## src/rtl/tlul_xbar_nto1.sv

```systemverilog
// N-host to single-device TL-UL crossbar with an in-order response-routing FIFO.
// Define TLUL_XBAR_RR_ARB_EN for round-robin arbitration; the default build uses fixed priority.

package tlul_pkg;

    typedef struct packed {
        logic        a_valid;
        logic [2:0]  a_opcode;
        logic [2:0]  a_param;
        logic [1:0]  a_size;
        logic [7:0]  a_source;
        logic [31:0] a_address;
        logic [3:0]  a_mask;
        logic [31:0] a_data;
        logic        d_ready;
    } tl_h2d_t;

    typedef struct packed {
        logic        d_valid;
        logic [2:0]  d_opcode;
        logic [2:0]  d_param;
        logic [1:0]  d_size;
        logic [7:0]  d_source;
        logic        d_sink;
        logic [31:0] d_data;
        logic        d_error;
        logic        a_ready;
    } tl_d2h_t;

endpackage

module tlul_xbar_nto1 #(
    parameter int NumHosts       = 3,
    parameter int MaxOutstanding = 4
) (
    input  logic                                 clk_i,
    input  logic                                 rst_i,
    input  tlul_pkg::tl_h2d_t                    tl_h_i [NumHosts],
    output tlul_pkg::tl_d2h_t                    tl_h_o [NumHosts],
    output tlul_pkg::tl_h2d_t                    tl_d_o,
    input  tlul_pkg::tl_d2h_t                    tl_d_i,
    output logic [$clog2(MaxOutstanding+1)-1:0]  outstanding_o,
    output logic                                 spurious_rsp_o
);

    localparam int IdxW = $clog2(NumHosts);
    localparam int PtrW = (MaxOutstanding > 1) ? $clog2(MaxOutstanding) : 1;
    localparam int CntW = $clog2(MaxOutstanding + 1);

    localparam logic [0:0] ST_IDLE   = 1'b0;
    localparam logic [0:0] ST_LOCKED = 1'b1;

    logic [0:0]      state;
    logic [IdxW-1:0] owner;

    logic [IdxW-1:0] fifo_mem [MaxOutstanding];
    logic [PtrW-1:0] wr_ptr;
    logic [PtrW-1:0] rd_ptr;
    logic [CntW-1:0] count;
    logic            fifo_full;
    logic            fifo_empty;
    logic [IdxW-1:0] head;

    logic            pick_valid;
    logic [IdxW-1:0] pick_idx;
    logic            sel_valid;
    logic [IdxW-1:0] sel_idx;
    logic            a_hs;
    logic            d_hs;
    logic            spurious_q;

    function automatic logic [PtrW-1:0] ptr_inc(input logic [PtrW-1:0] p);
        return (p == PtrW'(MaxOutstanding - 1)) ? '0 : p + 1'b1;
    endfunction

    assign fifo_full  = (count == CntW'(MaxOutstanding));
    assign fifo_empty = (count == '0);
    assign head       = fifo_mem[rd_ptr];

`ifdef TLUL_XBAR_RR_ARB_EN
    logic [IdxW-1:0] rr_ptr;

    // Walk offsets from far to near so the host closest to the pointer wins.
    always_comb begin
        int              cand;
        logic [IdxW-1:0] cand_idx;
        pick_valid = 1'b0;
        pick_idx   = '0;
        cand       = 0;
        cand_idx   = '0;
        for (int off = NumHosts - 1; off >= 0; off--) begin
            cand     = (int'(rr_ptr) + off) % NumHosts;
            cand_idx = IdxW'(cand);
            if (tl_h_i[cand_idx].a_valid) begin
                pick_valid = 1'b1;
                pick_idx   = cand_idx;
            end
        end
    end

    always_ff @(posedge clk_i or posedge rst_i) begin
        if (rst_i) begin
            rr_ptr <= '0;
        end else if (a_hs) begin
            rr_ptr <= (sel_idx == IdxW'(NumHosts - 1)) ? '0 : sel_idx + 1'b1;
        end
    end
`else
    always_comb begin
        pick_valid = 1'b0;
        pick_idx   = '0;
        for (int i = NumHosts - 1; i >= 0; i--) begin
            if (tl_h_i[i].a_valid) begin
                pick_valid = 1'b1;
                pick_idx   = IdxW'(i);
            end
        end
    end
`endif

    // A locked owner keeps the channel; a new pick needs FIFO room and no reset.
    always_comb begin
        if (state == ST_LOCKED) begin
            sel_valid = 1'b1;
            sel_idx   = owner;
        end else begin
            sel_valid = pick_valid && !fifo_full && !rst_i;
            sel_idx   = pick_idx;
        end
    end

    assign a_hs = sel_valid && tl_h_i[sel_idx].a_valid && tl_d_i.a_ready;
    assign d_hs = !fifo_empty && tl_d_i.d_valid && tl_h_i[head].d_ready;

    always_comb begin
        tl_d_o = '0;
        if (sel_valid) begin
            tl_d_o = tl_h_i[sel_idx];
        end
        tl_d_o.d_ready = fifo_empty ? 1'b1 : tl_h_i[head].d_ready;
    end

    always_comb begin
        for (int i = 0; i < NumHosts; i++) begin
            tl_h_o[i]         = tl_d_i;
            tl_h_o[i].a_ready = sel_valid && (sel_idx == IdxW'(i)) && tl_d_i.a_ready;
            tl_h_o[i].d_valid = !fifo_empty && (head == IdxW'(i)) && tl_d_i.d_valid;
        end
    end

    always_ff @(posedge clk_i or posedge rst_i) begin
        if (rst_i) begin
            state <= ST_IDLE;
            owner <= '0;
        end else if (a_hs) begin
            state <= ST_IDLE;
        end else if (sel_valid && tl_h_i[sel_idx].a_valid) begin
            state <= ST_LOCKED;
            owner <= sel_idx;
        end
    end

    always_ff @(posedge clk_i or posedge rst_i) begin
        if (rst_i) begin
            wr_ptr <= '0;
            rd_ptr <= '0;
            count  <= '0;
        end else begin
            if (a_hs) begin
                wr_ptr <= ptr_inc(wr_ptr);
            end
            if (d_hs) begin
                rd_ptr <= ptr_inc(rd_ptr);
            end
            if (a_hs && !d_hs) begin
                count <= count + 1'b1;
            end else if (!a_hs && d_hs) begin
                count <= count - 1'b1;
            end
        end
    end

    always_ff @(posedge clk_i) begin
        if (a_hs) begin
            fifo_mem[wr_ptr] <= sel_idx;
        end
    end

    always_ff @(posedge clk_i or posedge rst_i) begin
        if (rst_i) begin
            spurious_q <= 1'b0;
        end else if (fifo_empty && tl_d_i.d_valid) begin
            spurious_q <= 1'b1;
        end
    end

    assign outstanding_o  = count;
    assign spurious_rsp_o = spurious_q;

endmodule

```

## config.mk

```make
export PLATFORM = sky130hd
export DESIGN_NAME = tlul_xbar_nto1
export DESIGN_NICKNAME = d
export VERILOG_FILES = /design/src/rtl/tlul_xbar_nto1.sv
export SDC_FILE = /design/constraint.sdc
export NUM_CORES = 1
export LEC_CHECK = 0
export CAP_MARGIN = 40
export CORE_AREA = 2 2 219 221
export CTS_CLUSTER_SIZE = 8
export DETAILED_ROUTE_END_ITERATION = 10
export DIE_AREA = 0 0 221 223
export SYNTH_ARGS = -nofsm -noshare
export SYNTH_HDL_FRONTEND = slang
export SYNTH_SLANG_ARGS = --single-unit
export TNS_END_PERCENT = 10
```

## constraint.sdc

```tcl
create_clock -name clk_i -period 3.55 [get_ports clk_i]
set_clock_uncertainty 0.15 [all_clocks]
set_input_delay 0.8875 -clock clk_i [delete_from_list [all_inputs] [get_ports clk_i]]
set_output_delay 0.8875 -clock clk_i [all_outputs]
set_load 0.1 [all_outputs]
```

Word-level counts from Yosys, hierarchy flattened. Memory sizes are Yosys's and may differ from the RTL's. Index checks and enable logic that the tools add are counted.

Bitwise logic cells: 3. Mux-type cells: 24. Reductions and logical operators: 32. Equality and inequality tests: 7. Add/sub/neg operators: 4. $lt $le $gt $ge: 2.

Operators by type and width (number): 86-bit binary-select mux with 2-bit select (2); 86-bit two-way mux (3); 1-bit logical AND (21); 2-bit two-way mux (6); 1-bit two-way mux (11); 2-bit equality test (second input constant) (4); 3-bit >= comparator (second input constant) (2); 3-bit two-way mux (2); 2-bit NOT with 3-bit output (2); 1-bit zero test (5); 2-bit by 1-bit adder with 2-bit output (second input constant) (2); 2-bit by 1-bit equality test with 1-bit output (second input constant) (2); 2-bit zero test (2); 2-bit nonzero test (2); 3-bit by 1-bit adder with 3-bit output (second input constant) (1); 3-bit equality test (second input constant) (1); 3-bit zero test (1); 3-bit by 1-bit subtractor with 3-bit output (second input constant) (1); 2-bit AND reduction (1); 1-bit NOT (1).

Bits in writable memories: 8. Flip-flop bits (word level): 11. Logic and storage cells: 79. Memories kept: 1. Input bits: 312. Output and inout port bits: 246.

Memories: fifo_mem (words 4, bits a word 2, read ports 1, clocked after memory_dff 0, write ports 1, line 56) `logic [IdxW-1:0] fifo_mem [MaxOutstanding];`.

Longest topological paths before layout. Gate-level depths: netlist of the first run.

Depth in word-level cells: 14. Gate-level depth with buffers: 10.

Least setup slack after synthesis of the first run. OpenSTA, ideal clock, no wires.

Kind: register to output. Start: register count[0] (netlist: outstanding_o[0]). End: output port tl_h_o[103] (netlist name). Path buffers: 0. Data required time: 2.513 ns. Arrival: 3.552 ns. Stages on the path, launching flop included: 3. Slack: -1.039 ns. Cells stage by stage: dfrtp_1 > o31ai_1 > nor3b_1.

RTL lines: start, declared (line 59) `logic [CntW-1:0] count;`; start signal, assigned (line 176) `count <= count + 1'b1;`; start signal, assigned (line 178) `count <= count - 1'b1;`; end, declared (line 39) `output tlul_pkg::tl_d2h_t tl_h_o [NumHosts],`.

==> impl_metrics.env, run 1 <==
export IMPL_arrival_ps=2620
export IMPL_holdWs_ps=317
export IMPL_post_route_cell_area_um2=10800
export IMPL_synth_edf_count=8
export IMPL_vias=6096
export IMPL_drive_gt1_share_pct=34.4
export IMPL_syn_area_um2=4740
export IMPL_numCtsBuffers=3
export IMPL_wl_per_cell_um=18.2
export IMPL_fin_ws_ps=-111
export IMPL_clock_latency_ps=250
export IMPL_ff2ff_path_depth=9
export IMPL_via_per_inst=3.88
export IMPL_placedInstanceArea_um2=10100
export IMPL_status="complete, but fails checks"
export IMPL_r2r_slack_ps=620
export IMPL_power_density_nw_per_um2=947
export IMPL_h_tree_depth=1
export IMPL_hold_depth=1
export IMPL_synth_commonest_cells="buf_4, nand2_1, a21o_1"
export IMPL_antenna_found_initial=2
export IMPL_fp_dieH_um=223
export IMPL_cts_buffer_depth=2
export IMPL_synth_cell_types=42
export IMPL_die_area_um2=49300
export IMPL_yosys_most_used_dff="dfrtp_1"
export IMPL_hp_start="spurious_rsp_o"
export IMPL_die_width_um=221
export IMPL_syn_area_per_cell_um2=6.56
export IMPL_yosysWarnings=0
export IMPL_startpoint_type="primary input"
export IMPL_ir_worst_vdd_mv=0.672
export IMPL_ys_seq_area_share_pct=10.9
export IMPL_rsz0062_at_grt="true"
export IMPL_crit_type="in2out"
export IMPL_r2r_end="outstanding_o[2]"
export IMPL_timing_final_crit_share_pct=103
export IMPL_worst_path_buf_inv=4
export IMPL_start_util_pct=10.1
export IMPL_grt_pass1_vias=6388
export IMPL_ys_ff_latch=19
export IMPL_worstPathRequired_ps=2510
export IMPL_gr_usage_all_layers_pct=10.9
export IMPL_yosysMostFrequentCell="buf_4"
export IMPL_cts_sinks=19
export IMPL_grt_pass1_wl_um=41200
export IMPL_synth_top_area_share_pct=23.9
export IMPL_clk_pin_slew_ps=50
export IMPL_dp_hpwl_um=21200
export IMPL_path_cells="buf_6 -> or3b_4 -> a211oi_4 -> buf_4 -> bufbuf_16 -> nand2_1 -> a21oi_2 -> buf_12"
export IMPL_cts_tree="done"
export IMPL_io_pins=558
export IMPL_insertedDiodeCount=0
export IMPL_slowest_stage="or3b_4"
export IMPL_async_flop_share_pct=57.9
export IMPL_core_um2=47100
export IMPL_p_leak_uw=0.00418
export IMPL_startpoint="tl_h_i[257]"
export IMPL_cts_root_buf="clkbuf_16"
export IMPL_routed_wl_um=28600
export IMPL_grt_start_max_net_pins=87
export IMPL_syn2layout_area_growth_pct=128
export IMPL_layout_nets=1276
export IMPL_drv_cap=0
export IMPL_cp_end_kind="primary output"
export IMPL_postSynthCellCount=723
export IMPL_setup_viol=72
export IMPL_hold_path_class="reg2reg"
export IMPL_min_to="spurious_rsp_o"
export IMPL_critPathMaxFanout=9
export IMPL_slowest_delay_ps=390
export IMPL_drtPass1Iterations=5
export IMPL_yosysTopAreaCell="buf_4"
export IMPL_fmax_mhz=273
export IMPL_drt_iter0_drc=323
export IMPL_rr_startpoint="rd_ptr[0]"
export IMPL_min_period_ps=3660
export IMPL_worst_pin_slew_ps=499
export IMPL_place_congestion=0.875
export IMPL_violations="negative setup slack"
export IMPL_fillers=5073
export IMPL_globalRouteOverflowTotal=0
export IMPL_finalSetupTns_ps=-3570
export IMPL_crit_family="buffers and inverters"
export IMPL_port_buffers=357
export IMPL_rows=80
export IMPL_drc=0
export IMPL_ant_nets=0
export IMPL_hold_viol=0
export IMPL_relSlewSlack_pct=66.7
export IMPL_power_uw=10200
export IMPL_synth_area_top_cells="buf_4, a21o_1, a21oi_1"
export IMPL_final_max_slew_violation_count=0
export IMPL_syn_num_nets=1042
## metal layers
metal / global-route usage, % / share of wire [%] / vias up
met5: 0 / 0.045 / -
met4: 1.75 / 1.5 / 2
met3: 3.03 / 7.2 / 39
met2: 18.2 / 48 / 272
met1: 14.2 / 43 / 2950
li1: - / - / 2833
## worst register-to-register path, cell delays in order (launching register included)
cell and delay (ps):
dfrtp_1 440, mux4_2 640, mux2_4 350, a21oi_2 190, ha_1 200, inv_1 60
fa_1 370, xor2_1 170, nor2_1 130, xor2_1 150
## sequential cells by signal, summed over array words and instances, names as in the netlist
register and flops:
fifo_mem 8, spurious_rsp_o 1, wr_ptr 2, rd_ptr 2
owner 2, state 1, outstanding_o 3
## what timing repair did
action,4_1_cts,5_1_grt
resized for setup,71,37
pin swaps,56,62
endpoints found under the setup margin,88,85
cloned,7,1
hold buffers,0,0
setup buffers,16,0
endpoints found under the hold margin,0,0
## cell usage in the layout (no fill, tap or decap), types with 27 or more instances in the layout
cell             Yosys  final
a21o_1              86     86
a21oi_2              1     27
a21oi_4              0     59
buf_12               0    113
buf_4              151     39
clkdlybuf4s50_1      0    258
nand2_1             89     65
nand3_1             84     84
o21ai_0             84     70
## through the flow
| stage | utilization (%) | std cells | worst slack [ps] |
|---|---|---|---|
| 2_1_floorplan | - | 723 | -201 |
| 3_3_place_gp | 21.4 | 1546 | -545 |
| 3_5_place_dp | 21.4 | 1547 | -553 |
| 4_1_cts | 22.7 | 1571 | -163 |
| 5_1_grt | 22.9 | 1571 | -174 |
| 6_report | 22.9 | 1571 | -111 |
## layout make-up
class                   instances  area, um2  area share [%]
clock buffers                   3       75.1           0.695
well taps                     615        769            7.13
flip-flops and latches         19        519            4.81
inverters                       6       22.5           0.209
multi-input cells             483       3720            34.4
repair buffers                444       5690            52.7
clock inverters                 1       5.00          0.0463
## power breakdown
part           total [uW]  internal, uW  switching (uW)  leakage [uW]
logic                9590          3640            5950       0.00394
clock network         233           151            81.7     0.0000409
registers             404           317            87.4      0.000202
## worst max-delay path by stage
stage,end,depth (start not counted)
after global placement,tl_d_o[67],8
after detailed placement,tl_d_o[41],8
final,tl_d_o[58],8
after global routing,tl_d_o[51],10
after CTS,tl_d_o[41],10
after floorplan,tl_h_o[104],4
## cells by family after synthesis
family,after synthesis,share of synthesized area (%)
XOR/XNOR,3,0.554
AND/OR/NAND/NOR,201,20.1
buffers and inverters,221,30.8
AO/OA/AOI/OAI,260,32.3
multiplexers,12,3.35
flip-flops,19,10.9
adder cells (fa/ha/maj),7,2.00
Power figures use the tool's default switching activity.
==> inputs of run 2 (changes only) <==
Settings changed: CTS_CLUSTER_DIAMETER set to 100.
==> results of run 2 <==
No change in the layout: final DEF, timing and power equal those of run 1.
==> inputs of run 3 (changes only) <==
Settings changed: CELL_PAD_IN_SITES_DETAIL_PLACEMENT set to 1, CELL_PAD_IN_SITES_GLOBAL_PLACEMENT set to 1, CORE_AREA 2 2 219 221 to 2 2 215 217, DIE_AREA 0 0 221 223 to 0 0 217 219, PLACE_DENSITY set to 0.56.
==> run 3 against run 2 <==
Net effect:
- the flow still finishes with violations (negative setup slack)
- cell area grew 1.5%
- clock power shrank 2%
- power grew 0.88%
- global-route usage grew 0.84 points
- via count shrank 0.97%
- final cell count shrank 1.0%
- utilization grew 1.4 points
- register-to-register slack lost 70 ps
- first-iteration DRC count shrank 50%
- die area shrank 3.6%
- critical endpoint is now tl_d_o[32]
- sequential power is essentially flat
==> impl_metrics.env, run 3 (same netlist as run 1, synthesis figures left out) <==
export IMPL_wl_per_cell_um=19.2
export IMPL_hold_viol=0
export IMPL_ant_nets=0
export IMPL_rsz0062_at_grt="true"
export IMPL_seq_area_um2=519
export IMPL_hold_path_class="reg2reg"
export IMPL_start_util_pct=10.5
export IMPL_routed_wl_um=29900
export IMPL_cts_root_buf="clkbuf_16"
export IMPL_fin_ws_ps=-63.0
export IMPL_drtPass1Iterations=4
export IMPL_io_pins=558
export IMPL_top_register="fifo_mem"
export IMPL_violations="negative setup slack"
export IMPL_h_tree_depth=1
export IMPL_final_cells=1555
export IMPL_final_cell_mix="clkdlybuf4s50_1, buf_12, a21o_1, nand3_1, o21ai_0"
export IMPL_arrival_ps=2580
export IMPL_die_area_um2=47500
export IMPL_relSlewSlack_pct=66.5
export IMPL_startpoint_type="primary input"
export IMPL_core_um2=45100
export IMPL_worstPathRequired_ps=2510
export IMPL_final_max_slew_violation_count=0
export IMPL_placed_cells=1523
export IMPL_slowest_stage="nor4b_4"
export IMPL_cts_tree="done"
export IMPL_worst_path_buf_inv=6
export IMPL_cts_buffer_depth=2
export IMPL_placedInstanceArea_um2=10100
export IMPL_grt_pass1_wl_um=42700
export IMPL_timing_final_crit_share_pct=102
export IMPL_post_route_cell_area_um2=11000
export IMPL_worst_pin_slew_ps=502
export IMPL_globalRouteOverflowTotal=0
export IMPL_vias=6037
export IMPL_largest_register_ffs=8
export IMPL_finalSetupTns_ps=-1510
export IMPL_port_buffers=357
export IMPL_crit_type="in2out"
export IMPL_drt_iter0_drc=161
export IMPL_crit_family="buffers and inverters"
export IMPL_ir_worst_vdd_mv=0.577
export IMPL_dp_hpwl_um=22600
export IMPL_crit_path_frequent_cell="buf_12"
export IMPL_numCtsBuffers=3
export IMPL_clock_latency_ps=250
export IMPL_ctsHoldBuffers=0
export IMPL_fp_dieH_um=219
export IMPL_via_per_inst=3.88
export IMPL_cp_end_kind="primary output"
export IMPL_p_leak_uw=0.00426
export IMPL_power_density_nw_per_um2=941
export IMPL_min_period_ps=3610
export IMPL_slowest_delay_ps=320
export IMPL_cts_sinks=19
export IMPL_drive_gt1_share_pct=36.6
export IMPL_critPathMaxFanout=8
export IMPL_post_route_util_pct=24.3
export IMPL_gr_usage_all_layers_pct=11.7
export IMPL_grt_start_max_net_pins=46
export IMPL_layout_commonest_cell="clkdlybuf4s50_1"
export IMPL_drv_cap=0
export IMPL_syn2layout_area_growth_pct=131
export IMPL_status="complete, but fails checks"
export IMPL_drc=0
export IMPL_clk_pin_slew_ps=50
export IMPL_path_cells="buf_8 -> buf_6 -> nor4b_4 -> buf_12 -> buf_16 -> clkbuf_16 -> o21ai_0 -> a21o_1 -> a21oi_4 -> buf_12"
export IMPL_antenna_found_initial=0
export IMPL_grt_pass1_vias=6619
export IMPL_layout_nets=1274
export IMPL_place_congestion=0.786
export IMPL_rows=78
export IMPL_fillers=5206
export IMPL_setup_viol=52
export IMPL_dp_slack_ps=-515
export IMPL_multi_input_area_um2=3810
export IMPL_die_width_um=217
export IMPL_fmax_mhz=277
[run 3: cell count changes in the layout (fill, tap and decap cells not counted), moves of 5 or more]
cell,previous run,this run
buf_12,113,122
buf_4,39,33
nand2_1,65,45
nand2_2,15,30
nand2_4,9,14
o21ai_0,70,63
o21ai_1,11,17
[run 3: report_power, final]
| group | switching [uW] | leakage [uW] | internal (uW) |
|---|---|---|---|
| Combinational | 5990 | 0.00401 | 3700 |
| Clock | 78.5 | 0.0000409 | 151 |
| Sequential | 87.1 | 0.000202 | 317 |
| Total | 6150 | 0.00426 | 4170 |
[run 3: cell type report]
| type | instances | area share [%] |
|---|---|---|
| multi-input cells | 483 | 34.8 |
| diodes | 1 | 0.0228 |
| repair buffers | 442 | 52.7 |
| clock buffers | 3 | 0.685 |
| flip-flops and latches | 19 | 4.74 |
| clock inverters | 1 | 0.0457 |
| well taps | 600 | 6.85 |
| inverters | 6 | 0.205 |
[run 3: per-stage QoR]
stage               total power (uW)  hold WS (ps)
floorplan                       6860           376
global placement                9570           298
detailed placement              9630           306
CTS                            10400           318
global route                   10700           349
finish                         10300           311
[run 3: worst paths after layout]
path	startpoint	end	slack, ps	depth (start not counted)
max in group asynchronous	rst_i	outstanding_o[2]	2200	3
worst min-delay path	spurious_rsp_o	spurious_rsp_o	310	1
worst min register to register	spurious_rsp_o	spurious_rsp_o	310	1
min in group asynchronous	rst_i	state	870	3
worst max register to register	rd_ptr[0]	outstanding_o[2]	550	9
worst max-delay path	tl_h_i[171]	tl_d_o[32]	-60	10
[run 3: per-layer routing]
metal	GRT usage [%]	wire, um
met4	2.05	406
met3	3.41	2130
met5	0	0
met2	20.2	14800
met1	14.6	12600
[run 3: what timing repair did]
| item | 4_1_cts | 5_1_grt |
|---|---|---|
| gates resized for setup | 75 | 64 |
| pin swaps | 42 | 96 |
| gates cloned | 6 | 6 |
| buffers inserted | 22 | 0 |
| endpoints found under the setup margin | 88 | 85 |
